**src/rtl/ps2_key_decoder.sv**
```systemverilog
// PS/2 Set-2 scan-code decoder: strips E0/F0/E1 prefixes, tracks modifiers and Caps Lock,
// and queues completed key events in a show-ahead FIFO.
module ps2_key_decoder #(
    parameter int unsigned FIFO_AW = 3
) (
    input  logic       clk_i,
    input  logic       rst_n_i,
    input  logic       rx_stb_i,
    input  logic [7:0] scan_code_i,
    input  logic       rd_stb_i,
    input  logic       clr_ovf_i,
    output logic [9:0] event_o,
    output logic       valid_o,
    output logic       overflow_o,
    output logic [3:0] mod_o
);

    localparam int unsigned Depth = 2 ** FIFO_AW;
    localparam logic [FIFO_AW:0] DepthCnt = (FIFO_AW + 1)'(Depth);

    localparam logic [7:0] CodeExt   = 8'hE0;
    localparam logic [7:0] CodeBrk   = 8'hF0;
    localparam logic [7:0] CodePause = 8'hE1;
    localparam logic [7:0] CodeLShft = 8'h12;
    localparam logic [7:0] CodeRShft = 8'h59;
    localparam logic [7:0] CodeCtrl  = 8'h14;
    localparam logic [7:0] CodeAlt   = 8'h11;
    localparam logic [7:0] CodeCaps  = 8'h58;
    localparam logic [7:0] CodePKey  = 8'h77;

    typedef enum logic [2:0] {
        StIdle,
        StExt,
        StBrk,
        StExtBrk,
        StPause
    } state_e;

    // Keyboard status/response bytes that never form part of a key event.
    function automatic logic is_status(input logic [7:0] b);
        return (b == 8'h00) || (b == 8'hAA) || (b == 8'hEE) ||
               (b == 8'hFA) || (b == 8'hFE) || (b == 8'hFF);
    endfunction

    function automatic logic is_fake_shift(input logic [7:0] b);
        return (b == CodeLShft) || (b == CodeRShft);
    endfunction

    state_e state_q, state_d;
    logic [2:0] skip_q, skip_d;

    logic       push;
    logic       push_ext;
    logic       push_brk;
    logic [7:0] push_code;

    logic lshift_q, lshift_d;
    logic rshift_q, rshift_d;
    logic lctrl_q, lctrl_d;
    logic rctrl_q, rctrl_d;
    logic lalt_q, lalt_d;
    logic ralt_q, ralt_d;
    logic caps_lock_q, caps_lock_d;
    logic caps_down_q, caps_down_d;

    logic [9:0]         mem_q [Depth];
    logic [FIFO_AW-1:0] wr_ptr_q, wr_ptr_d;
    logic [FIFO_AW-1:0] rd_ptr_q, rd_ptr_d;
    logic [FIFO_AW:0]   count_q, count_d;
    logic               ovf_q, ovf_d;
    logic               do_pop;
    logic               do_write;
    logic               ovf_set;

    // Prefix-stripping state machine; only advances on a received byte.
    always_comb begin
        state_d   = state_q;
        skip_d    = skip_q;
        push      = 1'b0;
        push_ext  = 1'b0;
        push_brk  = 1'b0;
        push_code = scan_code_i;
        if (rx_stb_i) begin
            unique case (state_q)
                StIdle: begin
                    if (scan_code_i == CodeExt) begin
                        state_d = StExt;
                    end else if (scan_code_i == CodeBrk) begin
                        state_d = StBrk;
                    end else if (scan_code_i == CodePause) begin
                        state_d = StPause;
                        skip_d  = 3'd7;
                    end else if (!is_status(scan_code_i)) begin
                        push = 1'b1;
                    end
                end
                StExt: begin
                    if (scan_code_i == CodeBrk) begin
                        state_d = StExtBrk;
                    end else begin
                        state_d  = StIdle;
                        push     = !is_fake_shift(scan_code_i);
                        push_ext = 1'b1;
                    end
                end
                StBrk: begin
                    state_d  = StIdle;
                    push     = 1'b1;
                    push_brk = 1'b1;
                end
                StExtBrk: begin
                    state_d  = StIdle;
                    push     = !is_fake_shift(scan_code_i);
                    push_ext = 1'b1;
                    push_brk = 1'b1;
                end
                StPause: begin
                    skip_d = skip_q - 3'd1;
                    if (skip_q == 3'd1) begin
                        state_d   = StIdle;
                        push      = 1'b1;
                        push_ext  = 1'b1;
                        push_code = CodePKey;
                    end
                end
                default: begin
                    state_d = StIdle;
                    skip_d  = '0;
                end
            endcase
        end
    end

    // Modifiers follow every decoded event, even one the FIFO has to drop.
    always_comb begin
        lshift_d    = lshift_q;
        rshift_d    = rshift_q;
        lctrl_d     = lctrl_q;
        rctrl_d     = rctrl_q;
        lalt_d      = lalt_q;
        ralt_d      = ralt_q;
        caps_lock_d = caps_lock_q;
        caps_down_d = caps_down_q;
        if (push) begin
            if (!push_ext && push_code == CodeLShft) lshift_d = !push_brk;
            if (!push_ext && push_code == CodeRShft) rshift_d = !push_brk;
            if (push_code == CodeCtrl) begin
                if (push_ext) rctrl_d = !push_brk;
                else          lctrl_d = !push_brk;
            end
            if (push_code == CodeAlt) begin
                if (push_ext) ralt_d = !push_brk;
                else          lalt_d = !push_brk;
            end
            if (!push_ext && push_code == CodeCaps) begin
                if (push_brk) begin
                    caps_down_d = 1'b0;
                end else begin
                    // Typematic repeats arrive with caps_down already set.
                    if (!caps_down_q) caps_lock_d = !caps_lock_q;
                    caps_down_d = 1'b1;
                end
            end
        end
    end

    // A pop in the same cycle frees the slot, so a push into a full FIFO still lands.
    always_comb begin
        do_pop   = rd_stb_i && (count_q != '0);
        do_write = push && ((count_q != DepthCnt) || do_pop);
        ovf_set  = push && !do_write;
        wr_ptr_d = do_write ? wr_ptr_q + FIFO_AW'(1) : wr_ptr_q;
        rd_ptr_d = do_pop ? rd_ptr_q + FIFO_AW'(1) : rd_ptr_q;
        count_d  = count_q + (FIFO_AW + 1)'(do_write) - (FIFO_AW + 1)'(do_pop);
        if (ovf_set) begin
            ovf_d = 1'b1;
        end else if (clr_ovf_i) begin
            ovf_d = 1'b0;
        end else begin
            ovf_d = ovf_q;
        end
    end

    always_ff @(posedge clk_i or negedge rst_n_i) begin
        if (!rst_n_i) begin
            state_q     <= StIdle;
            skip_q      <= '0;
            lshift_q    <= 1'b0;
            rshift_q    <= 1'b0;
            lctrl_q     <= 1'b0;
            rctrl_q     <= 1'b0;
            lalt_q      <= 1'b0;
            ralt_q      <= 1'b0;
            caps_lock_q <= 1'b0;
            caps_down_q <= 1'b0;
            wr_ptr_q    <= '0;
            rd_ptr_q    <= '0;
            count_q     <= '0;
            ovf_q       <= 1'b0;
        end else begin
            state_q     <= state_d;
            skip_q      <= skip_d;
            lshift_q    <= lshift_d;
            rshift_q    <= rshift_d;
            lctrl_q     <= lctrl_d;
            rctrl_q     <= rctrl_d;
            lalt_q      <= lalt_d;
            ralt_q      <= ralt_d;
            caps_lock_q <= caps_lock_d;
            caps_down_q <= caps_down_d;
            wr_ptr_q    <= wr_ptr_d;
            rd_ptr_q    <= rd_ptr_d;
            count_q     <= count_d;
            ovf_q       <= ovf_d;
        end
    end

    // Storage needs no reset: a slot is only visible once count covers it.
    always_ff @(posedge clk_i) begin
        if (do_write) mem_q[wr_ptr_q] <= {push_ext, push_brk, push_code};
    end

    assign valid_o    = (count_q != '0);
    assign event_o    = valid_o ? mem_q[rd_ptr_q] : '0;
    assign overflow_o = ovf_q;
    assign mod_o      = {caps_lock_q, lalt_q | ralt_q, lctrl_q | rctrl_q, lshift_q | rshift_q};

endmodule

```
**config.mk**
```make
export PLATFORM = sky130hd
export DESIGN_NAME = ps2_key_decoder
export DESIGN_NICKNAME = d
export VERILOG_FILES = /design/src/rtl/ps2_key_decoder.sv
export SDC_FILE = /design/constraint.sdc
export NUM_CORES = 1
export LEC_CHECK = 0
export CAP_MARGIN = 10
export CORE_UTILIZATION = 35
export CTS_CLUSTER_SIZE = 28
export DETAILED_ROUTE_END_ITERATION = 10
export GPL_TIMING_DRIVEN = 0
export HOLD_SLACK_MARGIN = 0.05
export SYNTH_ARGS = -nofsm -noshare
export SYNTH_HDL_FRONTEND = slang
export SYNTH_SLANG_ARGS = --single-unit
```
**constraint.sdc**
```tcl
create_clock -name clk_i -period 6.5 [get_ports clk_i]
set_input_delay 0.975 -clock clk_i [delete_from_list [all_inputs] [get_ports clk_i]]
set_output_delay 0.975 -clock clk_i [all_outputs]
set_load 0.05 [all_outputs]
```
==> summary.txt <==
Pwr
  – Maximum VDD drop: 0.148 mV
  – Leakage power total: 2.05 nW
  – Final Power: 2.43 mW
  – PD cells: 427 nW/um^2

Clocking
  – CTS Hold Bufs: 0
  – Total CTS buffers: 9
  – CTS HTree Levels: 3
  – CTS tree: yes
  – CTS Root Cell: clkbuf_16
  – Clk sinks: 105
  – Post-CTS sizing: 0
  – Clock slew at reported path FFs: 0.07 ns
  – Buffer count from post-CTS setup fixing: 0
  – Skew-Pair Late Insertion Delay: 0.34 ns
  – Worst-case clock buffer depth: 2

Yosys
  – Commonest cells post-synth: edfxtp_1 (80), dfrtp_1 (25), mux4_2 (20), nand2_1 (20), nor2_1 (19)
  – Unique cell type count in the Yosys netlist: 56
  – EDFF count, synth: 80
  – Most common cell in the netlist: edfxtp_1
  – Synth warnings: 0
  – Post-synthesis cell count: 316
  – Cell area after synthesis: 4820 um^2
  – Synth area leader: edfxtp_1
  – Synthesized area per cell: 15.2 um^2
  – Top FF cell, synth: edfxtp_1
  – Top cell type's share of synthesized area: 0.499
  – Fraction of registers with async set/reset: 0.238
  – Top post-synthesis cells by area: edfxtp_1 (50%), dfrtp_1 (13%), mux4_2 (9.3%), ha_1 (2.3%), mux2i_1 (2.1%)
  – Net Count, Synth: 339
  – Synth Register Bits: 105
  – Seq/Total Area, Yosys: 0.628

Floorplanning
  – Num rows: 42
  – IO Pins: 29
  – Total die area: 14,200 um^2
  – Core Region: 13,300 um^2
  – Die width: 119 um
  – Die Ht: 119 um
  – Starting Density: 0.361

Place
  – HPWL Detailed: 6680 um
  – Final Wtd Congestion: 0.768
  – Place WS: 2.28 ns
  – Cell count after placement: 523
  – Port bufs: 23

Worst setup path
  – CP max FO: 10
  – Crit path max-delay family: simple AND/OR/NAND/NOR gates
  – Worst endpoint required time: 6.56 ns
  – Critical Path End Type: register
  – Critical path class: primary input to register
  – CP startpoint kind: primary input
  – Cell mode on critical path: buf_4
  – Cells along the critical path: clkdlybuf4s50_1 > and4b_4 > and3_1 > o41ai_1 > buf_4 > nand3_2 > buf_4 > nor4b_2 > buf_6
  – Slowest-stage cell, CP: nor4b_2
  – Critical path buffer and inverter count: 4
  – Worst Path Arrival: 3.88 ns
  – Crit-path max cell delay: 0.70 ns

STA
  – Unrepaired setup endpoints after global routing: no
  – Slew @ Worst Pin: 0.880 ns
  – Fin crit period: 3.83 ns
  – # setup viols final: 0
  – Clock Skews: 0.0102 ns
  – FMAX: 261 MHz
  – Final worst path period share: 0.589
  – Setup TNS: 0 ns
  – Max-slew violations: 0
  – Headroom to the max-slew limit: 0.413
  – Final Hold Violating Endpoints: 0
  – Setup slack after layout: 2.67 ns

Detailed routing
  – Avg Vias per Cell: 5.06
  – Final ANT Viol Nets: 0
  – Drt drc: 0
  – DRT iter0 DRCs: 100
  – Total Wirelength: 9380 um
  – Via Count: 2,730
  – Average wire per standard cell: 17.4 um
  – Drt pass-1 iters: 4

Layout
  – Non-filler cells, final: 540
  – Fin nets: 382
  – N_diodes: 0
  – Layout cell share with drive strength beyond 1: 0.214
  – Area Growth Syn to Fin: 18.3%
  – Fillers: 1,225
  – Final Core Density: 0.427

Global routing
  – Largest net degree at the start of global routing: 26
  – First-pass GRT wire length: 15,000 um
  – GRT Overall Usage: 0.142
  – Residual overflow from global routing: 0
  – Initial antenna violation count: 0
  – Number of global-route vias before repair: 2,766

Min path
  – Min-delay worst type: register to register

Status
  – Outcome: complete, no violations

Flow run
  – Max-cap violation count: 0
## kinds of logic after synthesis
kind of cell,count (synthesis),synth area share
XOR/XNOR,7,0.0127
multiplexers,36,0.128
AND/OR/NAND/NOR,97,0.123
adder cells (fa/ha/maj),10,0.0275
AO/OA/AOI/OAI,31,0.0512
flip-flops,105,0.628
buffers and inverters,30,0.0288
## layout by cell type (no fill, tap or decap), drive strengths merged, types with 4 or more instances in the layout
cell / instances
a21oi: 4
and2: 5
buf: 21
clkbuf: 15
clkdlybuf4s50: 23
dfrtp: 25
edfxtp: 80
ha: 9
inv: 15
mux2: 6
mux2i: 10
mux4: 20
nand2: 20
nand2b: 7
nand3: 8
nand4: 4
nor2: 19
nor3: 6
nor4: 4
nor4b: 8
o21ai: 8
or2: 4
xnor2: 4
## power by group
group | internal, mW | switching (mW)
Sequential | 0.846 | 0.0599
Clock | 0.261 | 0.237
Combinational | 0.417 | 0.611
## final timing paths
path,startpoint,cells past startpoint,end,slack (ns)
max in group asynchronous,rst_n_i,2,rd_ptr_q[0],5.12
worst max-delay path,scan_code_i[5],9,mem_q[1][5],2.67
min in group asynchronous,rst_n_i,1,state_q[1],0.94
worst max register to register,state_q[1],10,mem_q[1][5],3.35
worst min register to register,caps_lock_q,1,caps_lock_q,0.48
worst min-delay path,caps_lock_q,1,caps_lock_q,0.48
## final cells by class
| type | instances | area (um^2) | share of cell area |
|---|---|---|---|
| clock buffer | 10 | 229 | 0.0402 |
| multi-input combinational | 181 | 1700 | 0.298 |
| timing repair buffer | 32 | 344 | 0.0604 |
| tap | 176 | 220 | 0.0386 |
| inverter | 13 | 48.8 | 0.00856 |
| buffer | 17 | 90.1 | 0.0158 |
| clock inverter | 6 | 41.3 | 0.00725 |
| sequential | 105 | 3030 | 0.531 |
## routing by layer
layer	up-vias	GRT usage	wire, um
met1	1355	0.179	4070
li1	1303	-	-
met3	13	0.0311	322
met2	59	0.245	4860
met5	-	0	0
met4	0	0.0398	123
## sequential cells by signal, indices dropped and copies added (netlist names), 3 cells and up
register  count
skip_q        3
count_q       4
mem_q        80
wr_ptr_q      3
state_q       3
rd_ptr_q      3
## stage by stage
stage	instance area [um^2]	hold slack, ns
after CTS	5670	0.486
after detailed placement	5400	0.465
final	5700	0.478
after global placement	5270	0.463
after floorplan	4820	0.443
after global routing	5700	0.504
## worst register-to-register path, stage by stage (launching register included)
cell,delay (ns)
dfrtp_1,0.47
or2_1,0.25
clkbuf_1,0.17
nor2_1,0.27
o32ai_1,0.13
o41ai_1,0.10
buf_4,0.25
nand3_2,0.08
buf_4,0.19
nor4b_2,0.70
buf_6,0.23
Note: power is estimated with default switching activity, not from simulation.
